<file path="config.mk">
export PLATFORM = sky130hd
export DESIGN_NAME = instr_fetch_stage
export DESIGN_NICKNAME = d
export VERILOG_FILES = /design/src/rtl/instr_fetch_stage.sv
export SDC_FILE = /design/constraint.sdc
export NUM_CORES = 1
export LEC_CHECK = 0
export ABC_AREA = 1
export BUFFER_PORTS_ARGS = -buffer_cell sky130_fd_sc_hd__buf_2
export CAP_MARGIN = 20
export CORE_MARGIN = 8
export CORE_UTILIZATION = 40
export DETAILED_ROUTE_END_ITERATION = 12
export PLACE_DENSITY = 0.74
export SYNTH_ARGS = -nofsm -noshare
export SYNTH_HDL_FRONTEND = slang
export SYNTH_SLANG_ARGS = --single-unit
</file>
<file path="constraint.sdc">
create_clock -name CLK -period 5.6 [get_ports CLK]
set_input_delay 1.12 -clock CLK [delete_from_list [all_inputs] [get_ports CLK]]
set_output_delay 1.12 -clock CLK [all_outputs]
set_load 0.01 [all_outputs]
</file>
<file path="src/rtl/instr_fetch_stage.sv">
// Instruction fetch stage: one outstanding req/gnt/rvalid read, skid-buffered IF/ID register, flush drain.
// Optional FETCH_PERF_EN adds perf_fetch_cnt / perf_stall_cnt counters.
`timescale 1ns/1ps
module instr_fetch_stage #(
  parameter logic [31:0] RESET_PC  = 32'h00000240,
  parameter logic [31:0] NOP_INSTR = 32'h00000013
) (
  input  logic        CLK,
  input  logic        Reset,
  input  logic [31:0] pc_addr,
  output logic        pc_advance,
  input  logic        flush,
  output logic        imem_req,
  output logic [31:0] imem_addr,
  input  logic        imem_gnt,
  input  logic        imem_rvalid,
  input  logic [31:0] imem_rdata,
  output logic        id_valid,
  input  logic        id_ready,
  output logic [31:0] id_instr,
  output logic [31:0] id_pc,
  output logic        fetch_busy,
`ifdef FETCH_PERF_EN
  output logic [31:0] perf_fetch_cnt,
  output logic [31:0] perf_stall_cnt,
`endif
  output logic [2:0]  dbg_state
);

  typedef enum logic [2:0] {S_IDLE, S_REQ, S_WAIT, S_HOLD, S_DRAIN} state_e;

  state_e      state_q, state_d;
  logic [31:0] addr_q, addr_d;
  logic [31:0] skid_q, skid_d;
  logic [31:0] instr_q, instr_d;
  logic [31:0] pc_q, pc_d;
  logic        valid_q, valid_d;
  logic        load;
  logic        out_free;
  logic [31:0] load_word;

  // Decode handshake: a word moves out when id_valid && id_ready in the same cycle;
  // the IF/ID register may be refilled in that same cycle.
  assign out_free  = !valid_q || id_ready;
  assign load_word = (state_q == S_HOLD) ? skid_q : imem_rdata;

  always_comb begin
    state_d = state_q;
    addr_d  = addr_q;
    skid_d  = skid_q;
    load    = 1'b0;
    case (state_q)
      S_IDLE: begin
        state_d = S_REQ;
        addr_d  = pc_addr;
      end
      S_REQ: begin
        if (flush)         state_d = imem_gnt ? S_DRAIN : S_IDLE;
        else if (imem_gnt) state_d = S_WAIT;
      end
      S_WAIT: begin
        if (imem_rvalid) begin
          if (flush) begin
            state_d = S_IDLE;
          end else if (out_free) begin
            load    = 1'b1;
            state_d = S_IDLE;
          end else begin
            skid_d  = imem_rdata;
            state_d = S_HOLD;
          end
        end else if (flush) begin
          state_d = S_DRAIN;
        end
      end
      S_HOLD: begin
        if (flush) begin
          state_d = S_IDLE;
        end else if (id_ready) begin
          load    = 1'b1;
          state_d = S_IDLE;
        end
      end
      S_DRAIN: begin
        // The killed response must still be consumed before a new request goes out.
        if (imem_rvalid) state_d = S_IDLE;
      end
      default: state_d = S_IDLE;
    endcase
  end

  always_comb begin
    valid_d = valid_q;
    instr_d = instr_q;
    pc_d    = pc_q;
    if (flush) begin
      valid_d = 1'b0;
      instr_d = NOP_INSTR;
    end else if (load) begin
      valid_d = 1'b1;
      instr_d = load_word;
      pc_d    = addr_q;
    end else if (valid_q && id_ready) begin
      valid_d = 1'b0;
    end
  end

  always_ff @(posedge CLK or posedge Reset) begin
    if (Reset) begin
      state_q <= S_IDLE;
      addr_q  <= 32'h0;
      skid_q  <= 32'h0;
      valid_q <= 1'b0;
      instr_q <= NOP_INSTR;
      pc_q    <= RESET_PC;
    end else begin
      state_q <= state_d;
      addr_q  <= addr_d;
      skid_q  <= skid_d;
      valid_q <= valid_d;
      instr_q <= instr_d;
      pc_q    <= pc_d;
    end
  end

  assign pc_advance = load;
  assign imem_req   = (state_q == S_REQ);
  assign imem_addr  = addr_q;
  assign id_valid   = valid_q;
  assign id_instr   = instr_q;
  assign id_pc      = pc_q;
  assign fetch_busy = (state_q != S_IDLE);
  assign dbg_state  = state_q;

`ifdef FETCH_PERF_EN
  logic [31:0] fetch_cnt_q, stall_cnt_q;

  always_ff @(posedge CLK or posedge Reset) begin
    if (Reset) begin
      fetch_cnt_q <= 32'h0;
      stall_cnt_q <= 32'h0;
    end else begin
      if (load)                          fetch_cnt_q <= fetch_cnt_q + 32'd1;
      if ((state_q != S_IDLE) && !load)  stall_cnt_q <= stall_cnt_q + 32'd1;
    end
  end

  assign perf_fetch_cnt = fetch_cnt_q;
  assign perf_stall_cnt = stall_cnt_q;
`endif

endmodule
</file>
==> results.toml <==
[clock_tree]
clk_root_buffer_cell = "clkbuf_16"
ctsLongestPathBuffers = 2
cts_tree = "done"
clkTransAtPathRegs_ns = 0.05
clock-sinks = 132
clk_latency_ns = 0.41
postCtsSetupRepairBufs = 0
cts_resized = 0
ctsHtreeMaxLevel = 4
cts_buffers = 17
hold_buffers = 0

[worst_hold_path]
hold_path_end = "id_pc[27]"
min_path_cells = 2
hp-start = "id_pc[27]"
hold_class = "flop to flop"

[global_routing]
grt_pass1_vias = 4639
grt_pass1_wl_um = 23600
antenna_found_initial = 1
overflow = 0
grt_use_total_pct = 16.2
grt_max_degree = 94

[logic_synthesis]
ys.warnings.count = 0
syn_area_sq_um = 5650
ys_ff_latch = 132
avgSynthCellArea_sq_um = 8.71
syn-num-nets = 719
synth_cell_type_count = 22
seq_area_frac_synth_pct = 58.5
synth_cells = 649

[critical_path]
cp-end-kind = "output pin"
worstPathArrival_ns = 1.86
worstPathRequired_ns = 4.48
r2r-start = "dbg_state[1]"
reg2reg_slack_ns = 3.36
reg2reg_depth = 7
worst-path-max-fanout = 4
crit_type = "input port to output pin"
reg2reg_to = "id_pc[11]"
cp-start-kind = "input port"

[drt]
first_pass_iters = 4
drc = 0
avgViaCountPerCell = 4.72
wl_per_cell_um = 14.4
dr_total_vias = 4734
ant_nets = 0
wirelength_um = 14400
drtIter0Drc = 245

[floorplanning]
die_y_um = 135
dieArea_sq_um = 18200
fp.dieW_um = 135
rows = 43
num_io_pins = 173
core_area_sq_um = 13800
initial_core_util_pct = 40.9

[timing]
drv_slew = 0
finalSetupViolCount = 0
timing.fmax_ghz = 0.336
fin_skew_ns = 0.00795
tns_ns = 0
tightest_slew_ns = 0.977
period_share_pct = 53.2
period_needed_ns = 2.98
finalHoldViolCount = 0
slew_headroom_pct = 34.9
rsz0062_at_grt = "no"

[placement]
placed_cells = 971
port-buffer-count = 172
dpl.hpwl_um = 9730
gp_congestion = 0.829

[pwr]
peakVddDrop_mv = 0.200
p_per_area_nw_per_um2 = 471
p_leak_nw = 4.07

[final_layout]
final_cell_mix = "nand2_1 (201), buf_2 (172), dfrtp_1 (127), inv_1 (65), o21ai_0 (60)"
area_delta_synth_final_pct = 25.9
fillers = 1335
drive_gt1_share_pct = 28.3
layout_commonest_cell = "nand2_1"
finish.net_count = 880
final_cells = 1004

[status]
outcome = "finished, final reports clean"

[run]
cap_violations = 0
routing by layer:
| layer | track usage (%) | share of wire, % | up-vias |
|---|---|---|---|
| li1 | - | - | 2365 |
| met1 | 20.3 | 45 | 2226 |
| met2 | 25.2 | 47 | 130 |
| met3 | 5.91 | 7.3 | 13 |
| met4 | 5.18 | 1.1 | 0 |
| met5 | 0 | 0 | - |
registers in the layout (all words and copies together) (netlist names):
register / cells
dbg_state: 3
id_instr: 32
id_pc: 32
id_valid: 1
imem_addr: 32
skid_q: 32
stage by stage:
step | instance area (sq um) | hold slack [ns] | setup WS (ns) | utilization [%] | power, mW
2_1_floorplan | 5650 | 0.443 | 0.962 | - | 1.94
3_3_place_gp | 6560 | 0.455 | 2.65 | 47.5 | 2.32
3_5_place_dp | 6560 | 0.459 | 2.58 | 47.5 | 2.35
4_1_cts | 7120 | 0.474 | 2.61 | 51.5 | 3.41
5_1_grt | 7120 | 0.499 | 2.56 | 51.5 | 3.59
6_report | 7120 | 0.471 | 2.62 | 51.5 | 3.35
area by class of cell:
cell class	count	area (sq um)	share of cell area [%]
Sequential cell	132	3310	46.5
Multi-Input combinational cell	410	1850	26.0
Timing Repair Buffer	178	906	12.7
Clock buffer	27	503	7.07
Inverter	71	272	3.81
Tap cell	180	225	3.16
Clock inverter	5	52.6	0.738
Antenna cell	1	2.50	0.0351
worst max path at each step:
stage	start	to	slack [ns]
3_3_place_gp	id_ready	pc_advance	2.65
6_report	id_ready	pc_advance	2.62
5_1_grt	id_ready	pc_advance	2.56
2_1_floorplan	Reset	dbg_state[0]	0.96
3_5_place_dp	flush	skid_q[24]	2.58
4_1_cts	id_ready	pc_advance	2.61
power by group:
group / internal, mW / switching (mW) / leakage, nW
clock: 0.656 / 0.383 / 0.271
sequential: 1.19 / 0.137 / 1.74
combinational: 0.350 / 0.640 / 2.06
cells by family (layout without fill, tap and decap cells):
kind of cell	Yosys count	in the layout	synth area share, %
compound gates	117	117	11.0
buf+inv	107	281	8.92
flops	132	132	58.5
other cells	0	1	0
simple gates	293	293	21.6
Yosys cell counts (all sizes together):
| library cell | count | share of area [%] |
|---|---|---|
| a21oi | 29 | 2.6 |
| buf | 29 | 3.7 |
| clkbuf | 7 | 0.46 |
| dfrtp | 127 | 56 |
| dfstp | 5 | 2.3 |
| inv | 71 | 4.7 |
| nand2 | 202 | 13 |
| nand3 | 47 | 4.4 |
| nand4 | 4 | 0.44 |
| nor2 | 39 | 3.0 |
| nor3b | 1 | 0.22 |
| o21ai | 88 | 8.4 |
worst max-delay path: stages:
cell     delay, ns
buf_2         0.12
inv_1         0.08
nand2_1       0.06
nor3b_2       0.22
nand2_4       0.07
inv_2         0.06
buf_2         0.13
No activity file was read; power rests on OpenSTA's default activity.
